==> src/rtl/shreg_vdelay.sv <==
// rtl/shreg_vdelay.sv - runtime-selectable delay line with valid tracking, flush and primed flag
module shreg_vdelay #(
    parameter int WIDTH     = 64,
    parameter int DEPTH_MAX = 16,
    parameter int OUT_REG   = 0
) (
    input  logic                               CLK,
    input  logic                               RST_N,
    input  logic                               en,
    input  logic                               flush,
    input  logic [$clog2(DEPTH_MAX + 1) - 1:0] dly,
    input  logic [WIDTH-1:0]                   i,
    input  logic                               i_valid,
    output logic [WIDTH-1:0]                   o,
    output logic                               o_valid,
    output logic                               primed
);

    localparam int            DW   = $clog2(DEPTH_MAX + 1);
    localparam logic [DW-1:0] DMAX = DW'(DEPTH_MAX);

    logic [WIDTH-1:0]     data_q [DEPTH_MAX];
    logic [WIDTH-1:0]     data_d [DEPTH_MAX];
    logic [DEPTH_MAX-1:0] valid_q, valid_d;
    logic [DW-1:0]        cnt_q, cnt_d;
    logic [DW-1:0]        dly_eff;
    logic [WIDTH-1:0]     tap_data;
    logic                 tap_valid;
    logic [WIDTH-1:0]     o_d;
    logic                 o_valid_d;
    logic                 primed_d;

    // Clamp the requested delay into 1..DEPTH_MAX
    always_comb begin
        dly_eff = dly;
        if (dly == '0) begin
            dly_eff = DW'(1);
        end else if (dly > DMAX) begin
            dly_eff = DMAX;
        end
    end

    // Shift data and valid bits on enable; flush wipes every valid bit including the incoming one
    always_comb begin
        data_d  = data_q;
        valid_d = valid_q;
        if (en) begin
            data_d[0]  = i;
            valid_d[0] = i_valid;
            for (int k = 1; k < DEPTH_MAX; k++) begin
                data_d[k]  = data_q[k-1];
                valid_d[k] = valid_q[k-1];
            end
        end
        if (flush) begin
            valid_d = '0;
        end
    end

    // Fill counter: counts enabled non-flush shifts, saturating at DEPTH_MAX
    always_comb begin
        cnt_d = cnt_q;
        if (flush) begin
            cnt_d = '0;
        end else if (en && (cnt_q < DMAX)) begin
            cnt_d = cnt_q + DW'(1);
        end
    end

    // Control state: valid bits and fill counter clear asynchronously
    always_ff @(posedge CLK or negedge RST_N) begin
        if (!RST_N) begin
            valid_q <= '0;
            cnt_q   <= '0;
        end else begin
            valid_q <= valid_d;
            cnt_q   <= cnt_d;
        end
    end

    // Data storage carries no reset so it can map onto shift-register primitives
    always_ff @(posedge CLK) begin
        data_q <= data_d;
    end

    // Select the tap at stage dly_eff-1 and mask data with its valid bit
    always_comb begin
        tap_data  = '0;
        tap_valid = 1'b0;
        for (int k = 0; k < DEPTH_MAX; k++) begin
            if (dly_eff == DW'(k + 1)) begin
                tap_data  = data_q[k];
                tap_valid = valid_q[k];
            end
        end
        o_valid_d = tap_valid;
        o_d       = tap_valid ? tap_data : '0;
        primed_d  = (cnt_q >= dly_eff);
    end

    generate
        if (OUT_REG != 0) begin : g_oreg
            logic [WIDTH-1:0] o_q;
            logic             o_valid_q;
            logic             primed_q;

            // Output register loads every cycle regardless of enable
            always_ff @(posedge CLK or negedge RST_N) begin
                if (!RST_N) begin
                    o_q       <= '0;
                    o_valid_q <= 1'b0;
                    primed_q  <= 1'b0;
                end else begin
                    o_q       <= o_d;
                    o_valid_q <= o_valid_d;
                    primed_q  <= primed_d;
                end
            end

            assign o       = o_q;
            assign o_valid = o_valid_q;
            assign primed  = primed_q;
        end else begin : g_ocomb
            assign o       = o_d;
            assign o_valid = o_valid_d;
            assign primed  = primed_d;
        end
    endgenerate

endmodule

==> config.mk <==
export PLATFORM = sky130hd
export DESIGN_NAME = shreg_vdelay
export DESIGN_NICKNAME = d
export VERILOG_FILES = /design/src/rtl/shreg_vdelay.sv
export SDC_FILE = /design/constraint.sdc
export NUM_CORES = 1
export LEC_CHECK = 0
export ABC_CLOCK_PERIOD_IN_PS = 6600
export CELL_PAD_IN_SITES_DETAIL_PLACEMENT = 2
export CELL_PAD_IN_SITES_GLOBAL_PLACEMENT = 2
export CORE_MARGIN = 10
export CORE_UTILIZATION = 50
export CTS_CLUSTER_SIZE = 25
export DETAILED_ROUTE_END_ITERATION = 8
export PLACE_DENSITY_LB_ADDON = 0.25
export SLEW_MARGIN = 20
export SYNTH_ARGS = -nofsm -noshare
export SYNTH_HDL_FRONTEND = slang
export SYNTH_SLANG_ARGS = --single-unit
==> constraint.sdc <==
create_clock -name CLK -period 6.6 [get_ports CLK]
set_input_delay 0.99 -clock CLK [delete_from_list [all_inputs] [get_ports CLK]]
set_output_delay 0.99 -clock CLK [all_outputs]
set_load 0.005 [all_outputs]
==> summary.md, run 1 <==
| Metric | Value |
|---|---|
| Status | `aborted with a tool error` |
| Fail Step | `3_5_place_dp` |
| Log Error | `[ERROR DPL-0033] detailed placement checks failed during check placement.` |
| Most common cell in the netlist | `edfxtp_1` |
| Die Ht | `301 um` |
| Number of synthesized flops with an enable pin | `1024` |
| RePlAce Congestion | `around 0.84` |
| Ys flop type | `edfxtp_1` |
| Detailed placement HPWL | `95100 um` |
| Cell Area, Synth | `around 39000 um^2` |
| Syn_area_per_cell | `16.9 um^2` |
| Area share of the largest cell type after synthesis | `0.781` |
| Row count | `102` |
| Warnings, synthesis | `0` |
| Synthesized Nets | `2407` |
| Syn Inst Count | `2327` |
| Register area share after synthesis | `0.794` |
| Biggest area consumer among synthesized cells | `edfxtp_1` |
| Starting density of the core | `0.506` |
| Chip width | `301 um` |
| Synth Register Bits | `1045` |
| Port Buffers | `roughly 140` |
| Post-synthesis cell type count | `between 60 and 70` |
| Synth top area cells | `edfxtp_1 (78%), a22oi_1 (4.8%), a21oi_1 (1.7%), dfrtp_1 (1.3%), a222oi_1 (1.3%)` |
| Async S/R FF share, synth | `0.0201` |
| Ports | `140` |
| Top cells by count, synth | `edfxtp_1 (1024), a22oi_1 (252), a21oi_1 (132)` |
==> metrics by stage <==
step | area, um^2 | setup WS (ns)
after global placement | 42200 | 0.660
after floorplan | 39400 | 2.70
==> cells by family after synthesis <==
kind of cell,after synthesis,share of synthesized area
compound gates,699,0.129
xor+xnor,3,0.000668
fa+ha+maj,6,0.00191
buf+inv,172,0.0194
flops,1045,0.794
mux,24,0.00626
simple gates,378,0.0485
==> inputs of run 2 (changes only) <==
==> config.mk (replaced) <==
export PLATFORM = sky130hd
export DESIGN_NAME = shreg_vdelay
export DESIGN_NICKNAME = d
export VERILOG_FILES = /design/src/rtl/shreg_vdelay.sv
export SDC_FILE = /design/constraint.sdc
export NUM_CORES = 1
export LEC_CHECK = 0
export ABC_CLOCK_PERIOD_IN_PS = 6600
export CORE_MARGIN = 10
export CORE_UTILIZATION = 40
export DETAILED_ROUTE_END_ITERATION = 8
export PLACE_DENSITY_LB_ADDON = 0.15
export SLEW_MARGIN = 20
export SYNTH_ARGS = -nofsm -noshare
export SYNTH_HDL_FRONTEND = slang
export SYNTH_SLANG_ARGS = --single-unit
==> run 2 against run 1 <==
Net effect: the run now ends clean; synthesized cell count is the same; area after synthesis is the same.
==> summary.md, run 2 <==
| Metric | Value |
|---|---|
| Clock tree buffer depth | `3` |
| First-pass GRT wire length | `158000 um` |
| Detailed placement HPWL | `59700 um (-37%)` |
| Static Leakage | `15.0 nW` |
| Hold Fails Final Rpt | `0` |
| Post-synthesis cell type count | `68 (unchanged)` |
| Async S/R FF share, synth | `0.0201 (unchanged)` |
| Core area | `roughly 100000 um^2` |
| Max reg flops | `1024` |
| MaxCap Viol Count | `0` |
| Flop pwr share | `0.549` |
| Fmax | `0.167 GHz` |
| Biggest regs | `data_q (1024), valid_q (16), cnt_q (5)` |
| Worst min path class | `in -> async` |
| R2r setup slk | `5.37 ns` |
| Nature of the critical path startpoint | `input pin` |
| Reg clk slew, reported paths | `0.06 ns` |
| Worst-path cell chain | `clkdlybuf4s50_1 > nand2_1 > nor2_2 > buf_4 > a22oi_1 > a31oi_1 > a2bb2oi_1 > clkdlybuf4s50_1` |
| Syn_area_per_cell | `16.9 um^2 (unchanged)` |
| Die Ht | `334 um (+11%)` |
| CP Max Fanout | `18` |
| CTS buffer count | `109` |
| Cell area power density | `315 nW/um^2` |
| Total global routing overflow | `0` |
| Final Setup Violations | `0` |
| Post-route insts no fill | `3884` |
| Starting density of the core | `0.402 (-0.105)` |
| Final wirelength | `107000 um` |
| # resized after CTS | `0` |
| Ys flop type | `edfxtp_1` |
| Synth top area cells | `edfxtp_1 (78%), a22oi_1 (4.8%), a21oi_1 (1.7%), dfrtp_1 (1.3%), a222oi_1 (1.3%)` |
| Clock tree root driver cell | `clkbuf_16` |
| Final worst path period need | `6.00 ns` |
| RR Endpoint | `cnt_q[3]$_DFFE_PN0P_` |
| Top cells by count, synth | `edfxtp_1 (1024), a22oi_1 (252), a21oi_1 (132)` |
| Hold_buf cts | `0` |
| Clock Power Share | `0.409` |
| Syn Inst Count | `2327 (unchanged)` |
| Worst Max-Slew Pin Slew | `~1.1 ns` |
| Post-route clock period utilization | `0.910` |
| Crit Reg-Reg Startpoint | `cnt_q[4]$_DFFE_PN0P_` |
| Worst Skew | `0.0138 ns` |
| Commonest non-fill, non-tap cell in the layout | `edfxtp_1` |
| Register area share after synthesis | `0.794 (unchanged)` |
| Postcts setup bufs | `0` |
| RePlAce Congestion | `0.809 (-4.0%)` |
| Iter 0 DRT Violations | `2995` |
| Clock latency on the worst-skew pair | `~0.68 ns` |
| Biggest area consumer among synthesized cells | `edfxtp_1` |
| Die area | `111000 um^2` |
| Final count of pins violating max slew | `0` |
| CP peak stage delay | `1.00 ns` |
| Number of synthesized flops with an enable pin | `1024 (unchanged)` |
| CP arrival | `5.01 ns` |
| Worst path most repeated cell | `clkdlybuf4s50_1` |
| Logic pwr share | `0.043` |
| CTS tree | `built` |
| Most frequent cells in the layout | `edfxtp_1 (1024), a22oi_1 (252), clkdlybuf4s50_1 (133)` |
| Pre-CTS setup slack | `approximately 0.66 ns` |
| Crit path kind | `in -> out` |
| Cell Area, Synth | `39400 um^2 (unchanged)` |
| Worst vdd ir | `0.000225 V` |
| Synthesized Nets | `2407 (unchanged)` |
| Internal | `between 0.01 and 0.015 W` |
| Vias per cell | `5.96` |
| Largest net degree at the start of global routing | `between 150 and 200` |
| Vias in the first global route | `23500` |
| Hold_ws | `0.278 ns` |
| CTS Sinks | `1045` |
| Port Buffers | `139 (unchanged)` |
| Final WS setup | `~0.60 ns` |
| TNS Setup | `0 ns` |
| Final #Nets | `approximately 2600` |
| R2R cell count | `4` |
| RSZ-0062 raised after global routing | `false` |
| Dpl cells | `roughly 3700` |
| Initial antenna violation count | `1` |
| Status | `finished clean` |
| Crit. End Element | `output pin` |
| Most common cell in the netlist | `edfxtp_1` |
| Worst EP required | `5.61 ns` |
| Biggest register | `data_q` |
| Routed wire per std cell | `around 28 um` |
| Worst rel slew slack | `0.300` |
| Ports | `140 (unchanged)` |
| First drt pass iteration count | `8` |
| Layout cells sized above 1 | `0.106` |
| Warnings, synthesis | `0 (unchanged)` |
| DRC viols | `0` |
| Total number of vias | `23200` |
| Area share of the largest cell type after synthesis | `0.781 (unchanged)` |
| H-tree depth | `3` |
| Sw Share | `0.218` |
| Net switching power | `between 0.003 and 0.004 W` |
| Row count | `115 (+13%)` |
| GRT Overall Usage | `0.187` |
| Chip width | `334 um (+11%)` |
| Synth Register Bits | `1045 (unchanged)` |
| Slowest cell on crit path | `clkdlybuf4s50_1` |
| Final ANT Viol Nets | `0` |
| Area delta synth->final | `16.7%` |
run 2: how the worst max path moves through the flow:
stage	from	end
after floorplan	dly[4]	primed
after global placement	dly[3]	o[49]
after detailed placement	dly[3]	o[58]
after CTS	dly[3]	o[58]
after global routing	dly[3]	o[58]
final	dly[3]	o[58]
run 2: routing by layer:
layer / GRT usage / wire length [um] / part of all wire
met3: 0.0420 / 8780 / 0.082
met2: 0.288 / 49400 / 0.46
met5: 0 / 0 / 0
met1: 0.263 / 46400 / 0.43
met4: 0.0544 / 2660 / 0.025
run 2: critical path: cells and delay by family:
| family | cells | cell delay [ns] |
|---|---|---|
| buf+inv | 3 | 1.97 |
| simple gates | 2 | 1.07 |
| compound gates | 3 | 0.96 |
run 2: final cells by class:
class                      instances  area, um^2
clock inverter                    62         500
timing repair buffer             214        2140
sequential                      1045       31300
multi-input combinational       1110        7440
clock buffer                     144        2900
fill                            8338       52000
tap                             1287        1610
antenna                            1        2.50
inverter                          21        78.8
run 2: kinds of logic (layout without fill, tap and decap cells):
group / after synthesis / count (layout) / synth area share
AOI/OAI and AO/OA: 699 / 699 / 0.129
xor gates and xnor gates: 3 / 3 / 0.000668
adders and majority gates: 6 / 6 / 0.00191
buffers and inverters: 172 / 441 / 0.0194
DFF: 1045 / 1045 / 0.794
muxes: 24 / 24 / 0.00626
other: 0 / 1 / 0
and+or+nand+nor: 378 / 378 / 0.0485
run 2: power by group through the flow:
stage | Sequential (W) | Combinational [W] | Clock, W
after floorplan | 0.00798 | 0.000260 | 0
after global placement | 0.00806 | 0.000612 | 0
after detailed placement | 0.00808 | 0.000622 | 0
after CTS | 0.00795 | 0.000624 | 0.00608
after global routing | 0.00799 | 0.000669 | 0.00632
final | 0.00795 | 0.000620 | 0.00592
run 2: through the flow:
| step | util | cell area, um^2 | total power, W |
|---|---|---|---|
| floorplan | - | 39400 | 0.00824 |
| global placement | 0.434 | 42600 | 0.00867 |
| detailed placement | 0.434 | 42600 | 0.00870 |
| CTS | 0.469 | 46000 | 0.0146 |
| global route | 0.469 | 46000 | 0.0150 |
| finish | 0.469 | 46000 | 0.0145 |
(Power assumes the default switching activity.)
